<file path="src/rtl/mem_reader_pkg.sv">
// mem_reader_pkg: shared widths, FSM state encoding and count normalisation
// for the mem_reader read sequencer.
package mem_reader_pkg;

    localparam int ADDR_W = 2;
    localparam int DATA_W = 6;
    localparam int DEPTH  = 4;
    localparam int SUM_W  = 8;
    localparam int CNT_W  = 3;

    typedef enum logic [1:0] {
        IDLE,
        WAIT,
        OUT,
        DONE
    } mr_state_t;

    // 0 means a full sweep; anything above DEPTH saturates to DEPTH
    function automatic logic [CNT_W-1:0] eff_count(input logic [CNT_W-1:0] c);
        logic [CNT_W-1:0] r;
        if (c == '0 || c > CNT_W'(DEPTH)) r = CNT_W'(DEPTH);
        else                              r = c;
        return r;
    endfunction

endpackage

</file>
<file path="src/rtl/mem_reader_acc.sv">
// mem_reader_acc: running sum of words handed downstream. Cleared on each
// accepted command, accumulates the zero-extended word on each handshake.
module mem_reader_acc
    import mem_reader_pkg::*;
(
    input  logic              clk,
    input  logic              rst,
    input  logic              clr,
    input  logic              add,
    input  logic [DATA_W-1:0] din,
    output logic [SUM_W-1:0]  sum
);

    logic [SUM_W-1:0] sum_q, sum_d;

    // next-sum: clear wins over add (they never coincide in practice)
    always_comb begin
        sum_d = sum_q;
        if (clr)      sum_d = '0;
        else if (add) sum_d = sum_q + SUM_W'(din);
    end

    // accumulator register
    always_ff @(posedge clk or posedge rst) begin
        if (rst) sum_q <= '0;
        else     sum_q <= sum_d;
    end

    assign sum = sum_q;

endmodule

</file>
<file path="src/rtl/mem_reader.sv">
// mem_reader: read-side sequencer for the 4x6 register memory. Walks sel
// from base for count words (mod-4 wrap), waits RD_LAT cycles per word and
// presents each word on a valid/ready stream.
// Optional feature macro: MEM_READER_SUM_EN adds the `sum` output and the
// mem_reader_acc accumulator.
module mem_reader
    import mem_reader_pkg::*;
#(
    parameter int RD_LAT = 1
) (
    input  logic              clk,
    input  logic              rst,
    input  logic              start,
    input  logic [ADDR_W-1:0] base,
    input  logic [CNT_W-1:0]  count,
    output logic [ADDR_W-1:0] sel,
    input  logic [DATA_W-1:0] memout,
    output logic [DATA_W-1:0] dout,
    output logic              dout_valid,
    input  logic              dout_ready,
    output logic              busy,
    output logic              done
`ifdef MEM_READER_SUM_EN
    ,
    output logic [SUM_W-1:0]  sum
`endif
);

    localparam logic [1:0] LAT = 2'(RD_LAT);

    mr_state_t         state_q, state_d;
    logic [ADDR_W-1:0] sel_q, sel_d;
    logic [CNT_W-1:0]  rem_q, rem_d;
    logic [1:0]        wcnt_q, wcnt_d;
    logic [DATA_W-1:0] dout_q, dout_d;
    logic              dout_valid_q, dout_valid_d;
    logic              busy_q, busy_d;
    logic              done_q, done_d;
    logic              hs;

    assign hs = (state_q == OUT) && dout_valid_q && dout_ready;

    // next-state and next-output logic for the read sequencer
    always_comb begin
        state_d      = state_q;
        sel_d        = sel_q;
        rem_d        = rem_q;
        wcnt_d       = wcnt_q;
        dout_d       = dout_q;
        dout_valid_d = dout_valid_q;
        busy_d       = busy_q;
        done_d       = done_q;
        case (state_q)
            IDLE: begin
                if (start) begin
                    sel_d   = base;
                    rem_d   = eff_count(count);
                    wcnt_d  = LAT;
                    busy_d  = 1'b1;
                    state_d = WAIT;
                end
            end
            WAIT: begin
                if (wcnt_q != '0) begin
                    wcnt_d = wcnt_q - 2'd1;
                end else begin
                    dout_d       = memout;
                    dout_valid_d = 1'b1;
                    state_d      = OUT;
                end
            end
            OUT: begin
                if (hs) begin
                    dout_valid_d = 1'b0;
                    if (rem_q == CNT_W'(1)) begin
                        // done is registered here so it is high during DONE
                        done_d  = 1'b1;
                        state_d = DONE;
                    end else begin
                        sel_d   = sel_q + 1'b1;
                        rem_d   = rem_q - CNT_W'(1);
                        wcnt_d  = LAT;
                        state_d = WAIT;
                    end
                end
            end
            DONE: begin
                done_d  = 1'b0;
                busy_d  = 1'b0;
                state_d = IDLE;
            end
            default: state_d = IDLE;
        endcase
    end

    // state and registered outputs; reset aborts any read in flight
    always_ff @(posedge clk or posedge rst) begin
        if (rst) begin
            state_q      <= IDLE;
            sel_q        <= '0;
            rem_q        <= '0;
            wcnt_q       <= '0;
            dout_q       <= '0;
            dout_valid_q <= 1'b0;
            busy_q       <= 1'b0;
            done_q       <= 1'b0;
        end else begin
            state_q      <= state_d;
            sel_q        <= sel_d;
            rem_q        <= rem_d;
            wcnt_q       <= wcnt_d;
            dout_q       <= dout_d;
            dout_valid_q <= dout_valid_d;
            busy_q       <= busy_d;
            done_q       <= done_d;
        end
    end

    assign sel        = sel_q;
    assign dout       = dout_q;
    assign dout_valid = dout_valid_q;
    assign busy       = busy_q;
    assign done       = done_q;

`ifdef MEM_READER_SUM_EN
    mem_reader_acc u_acc (
        .clk (clk),
        .rst (rst),
        .clr ((state_q == IDLE) && start),
        .add (hs),
        .din (dout_q),
        .sum (sum)
    );
`endif

endmodule
</file>
<file path="config.mk">
export PLATFORM = sky130hd
export DESIGN_NAME = mem_reader
export DESIGN_NICKNAME = d
export VERILOG_FILES = /design/src/rtl/mem_reader_pkg.sv /design/src/rtl/mem_reader_acc.sv /design/src/rtl/mem_reader.sv
export SDC_FILE = /design/constraint.sdc
export NUM_CORES = 1
export LEC_CHECK = 0
export ABC_CLOCK_PERIOD_IN_PS = 2300
export CAP_MARGIN = 10
export CORE_UTILIZATION = 49
export CTS_BUF_LIST = sky130_fd_sc_hd__clkbuf_2 sky130_fd_sc_hd__clkbuf_4 sky130_fd_sc_hd__clkbuf_8
export DETAILED_ROUTE_END_ITERATION = 10
export PLACE_DENSITY = 0.82
export SYNTH_ARGS = -nofsm -noshare
export SYNTH_HDL_FRONTEND = slang
export SYNTH_HIERARCHICAL = 1
export SYNTH_SLANG_ARGS = --single-unit
</file>
<file path="constraint.sdc">
create_clock -name clk -period 2.3 [get_ports clk]
set_clock_uncertainty 0.2 [all_clocks]
set_input_delay 0.345 -clock clk [delete_from_list [all_inputs] [get_ports clk]]
set_output_delay 0.345 -clock clk [all_outputs]
set_load 0.05 [all_outputs]
</file>
-- Word level (Yosys, flattened, before mapping)
Index checks and enable logic that the tools add are counted.
- output and inout bits: 11
- input port bits: 15
- flip-flop bits (word level): 18
- bitwise logic cells: 1
- eq/ne operators: 10
- add/subtract/negate cells: 3
- reductions and logical operators: 18
- mux-type cells: 26
- order comparisons: 1
- operators with widths (operator ; number):
    2-bit two-way mux ; 10
    3-bit two-way mux ; 4
    2-bit != test, second input constant ; 5
    2-bit nonzero test ; 5
    3-bit AND reduction ; 3
    2-bit case mux with 4 select lines ; 1
    1-bit case mux with 2 select lines ; 3
    2-bit case mux with 3 select lines ; 1
    3-bit case mux with 2 select lines ; 1
    1-bit two-way mux ; 5
    5-bit AND reduction ; 1
    2-bit == test, second input constant ; 2
    2-bit case mux with 2 select lines ; 1
    2-bit AND reduction ; 2
    4-bit AND reduction ; 1
    3-bit by 1-bit == test with 1-bit output, second input constant ; 1
    3-bit greater-than comparator, second input constant ; 1
    3-bit logical NOT ; 1
    3-bit nonzero test ; 1
    3-bit by 1-bit subtractor with 3-bit output, second input constant ; 1
    2-bit by 1-bit adder with 2-bit output, second input constant ; 1
    2-bit by 1-bit == test with 1-bit output, second input constant ; 1
    1-bit logical AND ; 2
    2-bit logical NOT ; 1
    other kinds (4) ; 4

-- Logic depth before layout (Yosys ltp)
- depth in word-level cells: 5
- gate-level depth with buffers: 5

-- Least setup slack after synthesis
OpenSTA, ideal clock, no wires.
- path kind: register to register
- start: reg rem_q[0]
- end: reg rem_q[2]
- stages on the path, launching flop included: 6
- clock period less this slack: 1.670 ns
- data required time: 2.022 ns
- data arrival time: 1.392 ns
- path slack: 0.630 ns
- cell sequence: dfrtp_1 inv_1 ha_1 or3b_2 mux2_2 o2bb2ai_1
- longest elaborated chain between the ends: 4
- elaborated cells between the ends (all ways): 7
- ends and longest elaborated chain (what ; RTL line ; RTL):
    start, declared ; mem_reader.sv:33 ; logic [CNT_W-1:0] rem_q, rem_d;
    start signal, assigned ; mem_reader.sv:110 ; rem_q <= rem_d;
    3-bit by 1-bit subtractor with 3-bit output ; mem_reader.sv:81 ; rem_d = rem_q - CNT_W'(1);
    3-bit two-way mux ; mem_reader.sv:75 ; if (rem_q == CNT_W'(1)) begin
    3-bit two-way mux ; mem_reader.sv:73 ; if (hs) begin
    3-bit case mux with 2 select lines ; mem_reader.sv:53 ; case (state_q)
Several ways; a longest one is shown, not always the timed one. The select of a mux whose other input is x is not followed.
A chain may end at the register's enable or synchronous reset.

-- Final worst setup path
- start: reg dout_valid_q (netlist: dout_valid)
- end: out dout_valid
- RTL lines (what ; RTL line ; RTL):
    start, declared ; mem_reader.sv:36 ; logic dout_valid_q, dout_valid_d;
    start signal, assigned ; mem_reader.sv:113 ; dout_valid_q <= dout_valid_d;
    end, declared ; mem_reader.sv:19 ; output logic dout_valid,
No word-level cell between the ends.

==> out/results.tsv <==
stage	metric	value	unit
global_routing	gr-total-overflow	0	
clock_network	ctsResizeCount	0	
flow_run	drv_cap	0	
routing	vias_per_cell	5.27	
floorplanning	coreArea	1780	um2
yosys	synthTopCellsByArea	dfrtp_1 (47%), mux2_2 (9.3%), ha_1 (5.2%)	
placed_design	gp_congestion	0.791	
sta	hold_ws	0.238	ns
layout	fin_util	70.8	%
yosys	netlist_top_cells_count	dfrtp_1 (18), inv_1 (9), mux2_2 (8)	
routing	drt_iter0_drc	4	
sta	max_freq	0.468	GHz
clock_network	cts_max_level	1	
global_routing	antenna_found_initial	0	
global_routing	grt_pass1_wl	2.99	mm
yosys	yosysTopAreaCell	dfrtp_1	
routing	first_pass_iters	4	
worst_setup_path	crit_fanout	6	
global_routing	gr-usage-all-layers	20.2	%
worst_setup_path	slowest_delay	0.85	ns
yosys	ys_seq_elements	18	
yosys	syn_area	967	um2
placed_design	placed_cells	132	
yosys	ys_dominant_reg_cell	dfrtp_1	
floorplanning	initial_core_util	54.2	%
floorplanning	chipHeight	46.4	um
worst_setup_path	cp_slowest_cell	clkdlybuf4s50_1	
yosys	yosysTopAreaCellShare	46.6	%
yosys	synth_edf_count	0	
yosys	synth_warnings	6	
sta	min_period	2.13	ns
floorplanning	rows	15	
yosys	postSynthCellCount	84	
pwr	powerDensity	1440	nW/um2
worst_setup_path	endpoint_kind	primary output	
floorplanning	ioPinCount	26	
layout	instances_no_fill	136	
clock_network	cts_setup_buffers	0	
yosys	synthDistinctLibCells	34	
clock_network	clk_pin_slew_worst_paths	0.11	ns
routing	drtAntennaViolNets	0	
pwr	leakagePower	0.000548	uW
clock_network	clk_latency	0.29	ns
layout	final_nets	131	
layout	n_antenna_cell	0	
routing	wire_per_inst	13.9	um
sta	tns	0	ns
yosys	syn_nets	103	
layout	drive_above_1_share	21.6	%
clock_network	cts_hold_buf	0	
sta	relSlewSlack	55.3	%
clock_network	cts_tree	done	
worst_setup_path	crit_family	buffers and inverters	
worst_setup_path	critPathKind	reg2out	
yosys	yosysSeqAreaShare	46.6	%
sta	setup_viol	0	
placed_design	place_ws	0.325	ns
sta	setup_ws	0.165	ns
routing	totalWireLength	1.89	mm
min_path	hp-class	in2async	
clock_network	clock_path_buffers	2	
clock_network	cts_sinks	18	
worst_setup_path	crit_chain	clkdlybuf4s50_1	
sta	finalHoldViolCount	0	
routing	via_count	717	
worst_setup_path	cp.required	1.75	ns
worst_setup_path	path_buf_inv	1	
run_status	status	completed	
pwr	vdd_drop_max	946	uV
yosys	postSynth.asyncResetShare	100	%
global_routing	grt_max_degree	19	
floorplanning	die_w	46.4	um
worst_setup_path	crit_arrival	1.59	ns
placed_design	dp_hpwl	1.42	mm
clock_network	cts-buffers-inserted	3	
layout	nFillCells	146	
clock_network	cts-root-buf	clkbuf_4	
routing	drc_errors	0	
yosys	synth.most_common_cell	dfrtp_1	
floorplanning	design.die.area	2160	um2
sta	rsz0062_at_grt	no	
placed_design	portBuffers	25	
sta	finalCritPeriodShare	92.8	%
layout	synthToLayoutAreaGrowth	30.5	%
global_routing	grt_pass1_vias	674	
worst_setup_path	start_kind	flop	
sta	tightest_slew	0.669	ns
sta	drv_slew	0	
yosys	avgSynthCellArea	11.5	um2
-- cell usage in the layout, fill, tap and decap left out, drive strengths merged --
| cell | netlist | layout |
|---|---|---|
| or3b | 2 | 2 |
| inv | 9 | 9 |
| dfrtp | 18 | 18 |
| nand2b | 5 | 5 |
| nor2 | 4 | 4 |
| o21ai | 1 | 1 |
| nor4 | 2 | 2 |
| nor3b | 1 | 1 |
| clkbuf | 0 | 4 |
| o31a | 1 | 1 |
| a21oi | 3 | 3 |
| or2 | 2 | 2 |
| a21o | 1 | 1 |
| nand2 | 6 | 6 |
| clkdlybuf4s50 | 0 | 25 |
| o22ai | 1 | 1 |
| a221oi | 2 | 2 |
| and4b | 1 | 1 |
| mux2i | 1 | 1 |
| buf | 3 | 1 |
| a41oi | 1 | 1 |
| nor2b | 1 | 1 |
| mux2 | 9 | 9 |
| nor3 | 1 | 1 |
| o32ai | 1 | 1 |
| and2b | 1 | 1 |
| ha | 4 | 4 |
| o32a | 1 | 1 |
| o2bb2ai | 2 | 2 |
-- flip-flops by register name, indices dropped and copies added, names as in the netlist --
signal,flops
sel,2
rem_q,3
state_q,2
busy,1
wcnt_q,2
done,1
dout_valid,1
dout,6
-- layer usage --
layer  vias to the layer above  GRT usage [%]  wire length (um)
li1                        349              -                 -
met1                       350           28.9               884
met2                        13           30.6               922
met3                         5           3.53                59
met4                         0           7.06                22
met5                         -              0                 0
-- through the flow --
stage               cell area [um2]  total power, uW
detailed placement             1230             1630
global route                   1260             1920
finish                         1260             1820
global placement               1230             1600
floorplan                       967             1350
CTS                            1260             1830
-- path summary, 6_finish.rpt --
kind	start	to	slack, ns	depth (start not counted)
worst max-delay path	dout_valid	dout_valid	0.17	1
worst max register to register	rem_q[1]	sel[1]	0.49	5
min in group clk	dout[3]	dout[3]	0.31	1
max in group asynchronous	rst	dout[4]	1.24	2
worst min register to register	dout[3]	dout[3]	0.31	1
worst min-delay path	rst	sel[1]	0.24	2
-- power by group --
group | switching (uW) | leakage [uW] | internal [uW]
sequential | 121 | 0.000214 | 464
clock | 100 | 0.0000210 | 96.3
combinational | 597 | 0.000313 | 437
total | 819 | 0.000548 | 998
-- cell families after synthesis --
| group | after synthesis | synth area share, % |
|---|---|---|
| adder cells (fa/ha/maj) | 4 | 5.17 |
| multiplexers | 10 | 11.9 |
| buffers and inverters | 12 | 6.60 |
| AO/OA/AOI/OAI | 14 | 12.3 |
| flip-flops | 18 | 46.6 |
| AND/OR/NAND/NOR | 26 | 17.5 |
-- area by class of cell --
| type | count | area (um2) | area share (%) |
|---|---|---|---|
| well taps | 25 | 31.3 | 2.48 |
| multi-input cells | 54 | 453 | 35.9 |
| flip-flops and latches | 18 | 450 | 35.7 |
| repair buffers | 26 | 258 | 20.4 |
| clock buffers | 4 | 36.3 | 2.87 |
| inverters | 9 | 33.8 | 2.68 |
Power figures use the tool's default switching activity.
